`config.mk`:
```
export PLATFORM = sky130hd
export DESIGN_NAME = rom_load_ctrl
export DESIGN_NICKNAME = d
export VERILOG_FILES = /design/src/rtl/rom_load_ctrl.sv
export SDC_FILE = /design/constraint.sdc
export NUM_CORES = 1
export LEC_CHECK = 0
export ABC_AREA = 1
export CORE_ASPECT_RATIO = 1.75
export CORE_MARGIN = 8
export CORE_UTILIZATION = 55
export CTS_BUF_LIST = sky130_fd_sc_hd__clkbuf_8
export DETAILED_ROUTE_END_ITERATION = 8
export GPL_TIMING_DRIVEN = 0
export HOLD_SLACK_MARGIN = 0.06
export PLACE_DENSITY = 0.76
export SYNTH_ARGS = -nofsm -noshare
export SYNTH_HDL_FRONTEND = slang
export SYNTH_SLANG_ARGS = --single-unit
```
`constraint.sdc`:
```
create_clock -name CLK -period 9.2 [get_ports CLK]
set_input_delay 1.84 -clock CLK [delete_from_list [all_inputs] [get_ports CLK]]
set_output_delay 1.84 -clock CLK [all_outputs]
set_load 0.01 [all_outputs]
```
`src/rtl/rom_load_ctrl.sv`:
```
// ============================================================================
//  Module   : rom_load_ctrl
//  Brief    : Avalon-MM slave that sequences game ROM loading into the NES
//             PRG/CHR ROM write ports. Byte writes are address-stamped,
//             buffered in a small FIFO and drained at one write per
//             WR_CYCLES clocks while the NES core is held in reset.
//  Options  : ROM_LOAD_CHECKSUM_EN - adds a 16-bit running sum of the strobed
//             bytes, readable at register address 1.
//  Revision : 1.0 - initial release
// ============================================================================
`default_nettype none

module rom_load_ctrl #(
  parameter int FIFO_DEPTH = 8,
  parameter int WR_CYCLES  = 2
) (
  input  logic        CLK,
  input  logic        RESET,
  input  logic [1:0]  AVL_ADDR,
  input  logic        AVL_CS,
  input  logic        AVL_WRITE,
  input  logic        AVL_READ,
  input  logic [31:0] AVL_WRITEDATA,
  output logic [31:0] AVL_READDATA,
  output logic [15:0] ROM_ADDR,
  output logic [7:0]  ROM_DATA,
  output logic        PRG_ROM_WRITE,
  output logic        CHR_ROM_WRITE,
  output logic        NES_HOLD,
  output logic        LOAD_DONE
);

  localparam int c_PTR_W   = $clog2(FIFO_DEPTH);
  localparam int c_CNT_W   = $clog2(FIFO_DEPTH + 1);
  localparam int c_SLOT_W  = (WR_CYCLES > 1) ? $clog2(WR_CYCLES) : 1;
  localparam int c_ENTRY_W = 25;  // {target, addr[15:0], byte[7:0]}
  localparam logic [c_CNT_W-1:0]  c_FULL      = c_CNT_W'(FIFO_DEPTH);
  localparam logic [c_SLOT_W-1:0] c_SLOT_LAST = c_SLOT_W'(WR_CYCLES - 1);

  typedef enum logic [1:0] {
    S_IDLE  = 2'd0,
    S_LOAD  = 2'd1,
    S_DRAIN = 2'd2
  } state_t;

  state_t r_state;
  state_t w_state_next;

  // Register state
  logic                 r_target;
  logic [15:0]          r_addr;
  logic [15:0]          r_byte_cnt;
  logic                 r_ovf;
  logic                 r_err;
  logic                 r_nes_hold;
  logic                 r_load_done;
  logic [31:0]          r_readdata;

  // FIFO state
  logic [c_ENTRY_W-1:0] r_mem [FIFO_DEPTH];
  logic [c_PTR_W-1:0]   r_wr_ptr;
  logic [c_PTR_W-1:0]   r_rd_ptr;
  logic [c_CNT_W-1:0]   r_count;

  // Drain engine state
  logic                 r_slot_active;
  logic [c_SLOT_W-1:0]  r_slot_cnt;
  logic [15:0]          r_rom_addr;
  logic [7:0]           r_rom_data;
  logic                 r_prg_wr;
  logic                 r_chr_wr;

  // Bus decode and control strobes
  logic w_wr;
  logic w_rd;
  logic w_ctrl_wr;
  logic w_base_wr;
  logic w_data_wr;
  logic w_start;
  logic w_finish;
  logic w_push_req;
  logic w_push_ok;
  logic w_push_rej;
  logic w_data_err;
  logic w_full;
  logic w_empty;
  logic w_slot_end;
  logic w_pop;
  logic w_drain_done;
  logic [c_ENTRY_W-1:0] w_head;
  logic [31:0] w_status;
  logic w_unused;

  assign w_wr      = AVL_CS & AVL_WRITE;
  assign w_rd      = AVL_CS & AVL_READ;
  assign w_ctrl_wr = w_wr & (AVL_ADDR == 2'd0);
  assign w_base_wr = w_wr & (AVL_ADDR == 2'd1);
  assign w_data_wr = w_wr & (AVL_ADDR == 2'd2);

  // START only matters in IDLE and FINISH only in LOAD, so START|FINISH in
  // IDLE naturally behaves as START alone.
  assign w_start    = w_ctrl_wr & AVL_WRITEDATA[0] & (r_state == S_IDLE);
  assign w_finish   = w_ctrl_wr & AVL_WRITEDATA[2] & (r_state == S_LOAD);
  assign w_push_req = w_data_wr & (r_state == S_LOAD);
  assign w_data_err = w_data_wr & (r_state != S_LOAD);

  // Full is judged on the registered occupancy, so a push into a full FIFO is
  // refused even when a pop frees a slot in the same cycle.
  assign w_full     = (r_count == c_FULL);
  assign w_empty    = (r_count == '0);
  assign w_push_ok  = w_push_req & ~w_full;
  assign w_push_rej = w_push_req & w_full;

  // The next entry may be popped in the last cycle of the current slot, which
  // keeps back-to-back slots exactly WR_CYCLES apart.
  assign w_slot_end   = r_slot_active & (r_slot_cnt == c_SLOT_LAST);
  assign w_pop        = ~w_empty & (~r_slot_active | w_slot_end);
  assign w_drain_done = (r_state == S_DRAIN) & w_empty & ~r_slot_active;
  assign w_head       = r_mem[r_rd_ptr];

  assign w_status = {r_byte_cnt, 11'd0, r_err, r_ovf, (r_state != S_IDLE),
                     w_full, (~w_empty | r_slot_active)};

  assign w_unused = ^AVL_WRITEDATA[31:16];

  assign AVL_READDATA  = r_readdata;
  assign ROM_ADDR      = r_rom_addr;
  assign ROM_DATA      = r_rom_data;
  assign PRG_ROM_WRITE = r_prg_wr;
  assign CHR_ROM_WRITE = r_chr_wr;
  assign NES_HOLD      = r_nes_hold;
  assign LOAD_DONE     = r_load_done;

  // Load sequencer state register
  always_ff @(posedge CLK or negedge RESET) begin
    if (!RESET) r_state <= S_IDLE;
    else        r_state <= w_state_next;
  end

  // Load sequencer next-state logic
  always_comb begin
    w_state_next = r_state;
    case (r_state)
      S_IDLE:  if (w_start)      w_state_next = S_LOAD;
      S_LOAD:  if (w_finish)     w_state_next = S_DRAIN;
      S_DRAIN: if (w_drain_done) w_state_next = S_IDLE;
      default:                   w_state_next = S_IDLE;
    endcase
  end

  // NES hold and completion pulse; hold tracks the previous state so it drops
  // one cycle after the LOAD_DONE pulse
  always_ff @(posedge CLK or negedge RESET) begin
    if (!RESET) begin
      r_nes_hold  <= 1'b0;
      r_load_done <= 1'b0;
    end else begin
      r_nes_hold  <= w_start | (r_state != S_IDLE);
      r_load_done <= w_drain_done;
    end
  end

  // Control registers: target, auto-incrementing address, count, sticky flags
  always_ff @(posedge CLK or negedge RESET) begin
    if (!RESET) begin
      r_target   <= 1'b0;
      r_addr     <= 16'h0000;
      r_byte_cnt <= 16'h0000;
      r_ovf      <= 1'b0;
      r_err      <= 1'b0;
    end else begin
      if (w_ctrl_wr) r_target <= AVL_WRITEDATA[1];

      if (w_base_wr)      r_addr <= AVL_WRITEDATA[15:0];
      else if (w_push_ok) r_addr <= r_addr + 16'd1;

      if (w_start)                                r_byte_cnt <= 16'h0000;
      else if (w_push_ok && r_byte_cnt != 16'hFFFF) r_byte_cnt <= r_byte_cnt + 16'd1;

      if (w_start)         r_ovf <= 1'b0;
      else if (w_push_rej) r_ovf <= 1'b1;

      if (w_start)         r_err <= 1'b0;
      else if (w_data_err) r_err <= 1'b1;
    end
  end

  // FIFO storage; contents need no reset because the pointers define validity
  always_ff @(posedge CLK) begin
    if (w_push_ok) r_mem[r_wr_ptr] <= {r_target, r_addr, AVL_WRITEDATA[7:0]};
  end

  // FIFO pointers and occupancy
  always_ff @(posedge CLK or negedge RESET) begin
    if (!RESET) begin
      r_wr_ptr <= '0;
      r_rd_ptr <= '0;
      r_count  <= '0;
    end else begin
      if (w_push_ok) r_wr_ptr <= r_wr_ptr + 1'b1;
      if (w_pop)     r_rd_ptr <= r_rd_ptr + 1'b1;
      if (w_push_ok && !w_pop)      r_count <= r_count + 1'b1;
      else if (w_pop && !w_push_ok) r_count <= r_count - 1'b1;
    end
  end

  // Drain engine: one ROM write slot per popped entry, strobe in first cycle
  always_ff @(posedge CLK or negedge RESET) begin
    if (!RESET) begin
      r_slot_active <= 1'b0;
      r_slot_cnt    <= '0;
      r_rom_addr    <= 16'h0000;
      r_rom_data    <= 8'h00;
      r_prg_wr      <= 1'b0;
      r_chr_wr      <= 1'b0;
    end else if (w_pop) begin
      r_slot_active <= 1'b1;
      r_slot_cnt    <= '0;
      r_rom_addr    <= w_head[23:8];
      r_rom_data    <= w_head[7:0];
      r_prg_wr      <= ~w_head[24];
      r_chr_wr      <= w_head[24];
    end else begin
      r_prg_wr <= 1'b0;
      r_chr_wr <= 1'b0;
      if (w_slot_end) begin
        r_slot_active <= 1'b0;
        r_slot_cnt    <= '0;
      end else if (r_slot_active) begin
        r_slot_cnt <= r_slot_cnt + 1'b1;
      end
    end
  end

`ifdef ROM_LOAD_CHECKSUM_EN
  logic [15:0] r_csum;

  // Running sum of bytes as they are strobed to the ROM
  always_ff @(posedge CLK or negedge RESET) begin
    if (!RESET)                    r_csum <= 16'h0000;
    else if (w_start)              r_csum <= 16'h0000;
    else if (r_prg_wr || r_chr_wr) r_csum <= r_csum + {8'h00, r_rom_data};
  end
`endif

  // Registered read data, held until the next read
  always_ff @(posedge CLK or negedge RESET) begin
    if (!RESET) begin
      r_readdata <= 32'h0000_0000;
    end else if (w_rd) begin
      case (AVL_ADDR)
        2'd3:    r_readdata <= w_status;
`ifdef ROM_LOAD_CHECKSUM_EN
        2'd1:    r_readdata <= {16'h0000, r_csum};
`endif
        default: r_readdata <= 32'h0000_0000;
      endcase
    end
  end

endmodule

`default_nettype wire
```
==> impl_metrics.tcl, run 1 <==
set metrics [dict create \
    max_cap_viol_count 0 \
    min_period_ps 4069 \
    cts_sinks 298 \
    synth_cell_types 38 \
    path_delay_family "simple AND/OR/NAND/NOR gates" \
    hpwl_um 22750 \
    cts_root_buf "clkbuf_8" \
    synthToLayoutAreaGrowth_pct 17.11 \
    post_cts_buffers 0 \
    critPathMaxStageDelay_ps 710 \
    row_count 73 \
    cts_hold_buf 0 \
    stdcell_area_um2 14800 \
    grt_usage_pct 24.22 \
    power_density_nw_per_um2 281.4 \
    hold_violations 0 \
    fin_util_pct 65.32 \
    slew_headroom_pct 34.87 \
    worstPathRequired_ps 9450 \
    gp_congestion 0.8992 \
    viasPerCell 5.735 \
    worst_slew_pin_slew_ps 974.6 \
    setup_violations 0 \
    grt_pass1_wl_um 51500 \
    yosys_warnings 0 \
    synth_compound_gate_area_share_pct 9.725 \
    die_w_um 130.6 \
    crit_path_frequent_cell "inv_2" \
    vias 9354 \
    power_switching_uw 1537 \
    critical_path_class "primary input to flip-flop" \
    port_buffers 71 \
    ant_nets 0 \
    end_kind "flip-flop" \
    synth_simple_gate_area_share_pct 16.51 \
    path_cells "clkdlybuf4s50_1 -> inv_2 -> nor3_4 -> nand3_4 -> inv_2 -> nand2_1 -> nor3_2 -> buf_6" \
    cp-start-kind "primary input" \
    io_pins 99 \
    drt_wl_total_um 33410 \
    tritoncts "yes" \
    avgSynthCellArea_um2 10.85 \
    critical_path_buf_inv_count 4 \
    arrival_ps 4320 \
    cp_max_fo 10 \
    status "finished, final reports clean" \
    p_clk_share_pct 25.0 \
    die_area_um2 28270 \
    syn_area_um2 12630 \
    ys_ff_latch 298 \
    synth_top_family_by_area "simple AND/OR/NAND/NOR gates" \
    dr.pass1.iters 7 \
    place_area_um2 13960 \
    start_util_pct 55.78 \
    grt_overflow 0 \
    hold_slack_ps 478.6 \
    finClkSkew_ps 14.47 \
    synth-xor-area-share_pct 0.6932 \
    die_h_um 216.5 \
    totalNegativeSetupSlack_ps 0 \
    final_nets 1346 \
    ctsResizeCount 0 \
    syn_inst 1164 \
    n_antenna_cell 0 \
    antenna_found_initial 0 \
    drive_gt1_share_pct 10.67 \
    synth_adder_area_share_pct 0.8517 \
    wire_per_inst_um 20.49 \
    seq_power_share_pct 42.5 \
    max_freq_ghz 0.2458 \
    min_period_over_period_pct 44.23 \
    ys_seq_area_share_pct 66.94 \
    cp_slowest_cell "nor3_2" \
    drt_iter0_markers 840 \
    clock_latency_ps 550 \
    maxSlewViolCount 0 \
    path_clk_slew_ps 70 \
    leakage_uw 0.005771 \
    grt_max_degree 52 \
    combPwrFrac_pct 32.5 \
    grt_pass1_vias 9645 \
    h-tree-depth 2 \
    cts.path.max_buffers 3 \
    cts_buffers 40 \
    drcViolationCount 0 \
    hold_path.class "flip-flop to flip-flop" \
    rsz0062_at_grt "no" \
    ir_drop_v 0.0001339 \
    muxShareOfSynthArea_pct 0.1783 \
    core_area_um2 22650 \
    intPower_uw 2627 \
    p_sw_share_pct 36.91 \
]
## flip-flops by register name, summed over array words and instances, names as in the netlist, 2 cells and up
signal and count:
r_wr_ptr 3, AVL_READDATA 21, r_mem 200, ROM_ADDR 16, r_state 2, ROM_DATA 8, r_count 4, r_byte_cnt 16
r_rd_ptr 3, r_addr 16
## cells in the mapped netlist (all sizes together)
cell type | number | area (µm²)
nand3 | 66 | 347.8
o211ai | 50 | 375.4
clkbuf | 26 | 97.59
or2 | 7 | 43.79
o22ai | 1 | 12.51
nand2 | 225 | 854.6
fa | 1 | 20.02
clkinv | 2 | 7.510
inv | 77 | 289.0
xor2 | 6 | 52.55
ha | 7 | 87.58
o21ai | 136 | 680.7
buf | 38 | 246.5
xnor2 | 4 | 35.03
nand3b | 2 | 15.01
nor2 | 151 | 614.3
dfrtp | 98 | 2452
conb | 1 | 3.750
mux2 | 2 | 22.52
nor3 | 10 | 72.57
nand4 | 20 | 125.1
nor4 | 1 | 6.260
and2 | 1 | 6.260
a21oi | 32 | 160.2
edfxtp | 200 | 6006
## placed cells by master (no fill, tap or decap), types with 2 or more instances in the layout
master           count
ha_1                 7
xor2_1               6
xnor2_1              4
o211ai_1            50
a21oi_1             32
buf_4               16
buf_1                5
nor2_4               6
nand4_1             20
clkinv_2            10
nand3b_1             2
o21ai_0            135
nand3_1             64
clkinv_1             5
or2_0                2
inv_1               79
conb_1              11
buf_2               14
nor3_2               4
nor2_1             143
dfrtp_1             98
edfxtp_1           200
clkinvlp_4           3
nand2_1            221
inv_2                7
nor2_8               2
nor3_4               2
nand2_2              4
clkbuf_8            45
nor3_1               4
or2_2                4
clkbuf_1            26
mux2_2               2
buf_6               14
bufinv_16            3
clkdlybuf4s50_1     70
## power groups by stage
| stage | clock [µW] | combinational [µW] | sequential, µW |
|---|---|---|---|
| 3_3_place_gp | 0 | 1290 | 1790 |
| 6_report | 1040 | 1350 | 1770 |
| 3_5_place_dp | 0 | 1330 | 1790 |
| 5_1_grt | 1100 | 1490 | 1790 |
| 2_1_floorplan | 0 | 777 | 1780 |
| 4_1_cts | 1050 | 1350 | 1770 |
## worst register-to-register path, stage by stage (launching register included)
cell and delay (ps):
dfrtp_1 430, nor2_1 160, nand3_1 120, nand2_1 150, clkbuf_1 470, ha_1 250, inv_1 100, ha_1 350
a21oi_1 160, nand2_1 100, a21oi_1 180, o21ai_0 110, nand2_1 70, nand2_1 50
## path summary, 6_finish.rpt
check	from	slack, ps	endpoint	cells after the start
worst max-delay path	AVL_ADDR[1]	5130	r_mem[5][10]	8
worst min-delay path	ROM_ADDR[0]	480	ROM_ADDR[0]	2
worst max register to register	r_count[0]	6400	r_count[3]	13
worst min register to register	ROM_ADDR[0]	480	ROM_ADDR[0]	2
max in group asynchronous	RESET	7130	ROM_ADDR[4]	2
min in group asynchronous	RESET	1340	AVL_READDATA[25]	1
## kinds of logic after synthesis
kind of cell,Yosys count
xor+xnor,10
simple gates,483
fa+ha+maj,8
buf+inv,143
compound gates,219
mux,2
other cells,1
flops,298
## layer usage
metal / part of all wire (%) / vias up / track usage, % / wire length [µm]
met3: 8.1 / 124 / 4.598 / 2691
li1: - / 4268 / - / -
met2: 52 / 483 / 42.92 / 17520
met1: 34 / 4479 / 24.61 / 11210
met5: 0 / - / 0 / 0
met4: 5.9 / 0 / 17.24 / 1988
## stage by stage
step,setup slack (ps),power [µW],cells
after CTS,5152,4161,1631
after global placement,2126,3078,1545
after detailed placement,4578,3129,1557
after global routing,5007,4379,1631
final,5131,4163,1631
after floorplan,4488,2554,1174
## cell type report
class                   count  area [µm²]
clock buffers              45       619.3
flip-flops and latches    298        8458
inverters                  79       296.5
clock inverters            29       216.5
plain buffers              64       344.1
multi-input cells         733        3623
repair buffers             83       863.3
well taps                 300       375.4
fillers                  1759        7855
Power figures use the tool's default switching activity.
==> run 2, diff against run 1 <==
==> constraint.sdc (replaced) <==
create_clock -name CLK -period 4.07 [get_ports CLK]
set_input_delay 0.814 -clock CLK [delete_from_list [all_inputs] [get_ports CLK]]
set_output_delay 0.814 -clock CLK [all_outputs]
set_load 0.01 [all_outputs]
==> results of run 2 <==
The final DEF is identical to that of run 1. Status: finished, final reports clean.
Among the figures that moved: setup slack after placement 4578 ps -> 474.5 ps; clock-pin slew on the worst setup and hold paths 70 ps -> 80 ps; setup slack after layout 5131 ps -> 1027 ps; hold slack 478.6 ps -> 318.2 ps; register-to-register setup slack 6400 ps -> 1270 ps; total power 4163 µW -> 9411 µW; worst IR drop on VDD 0.0001339 V -> 0.0003028 V
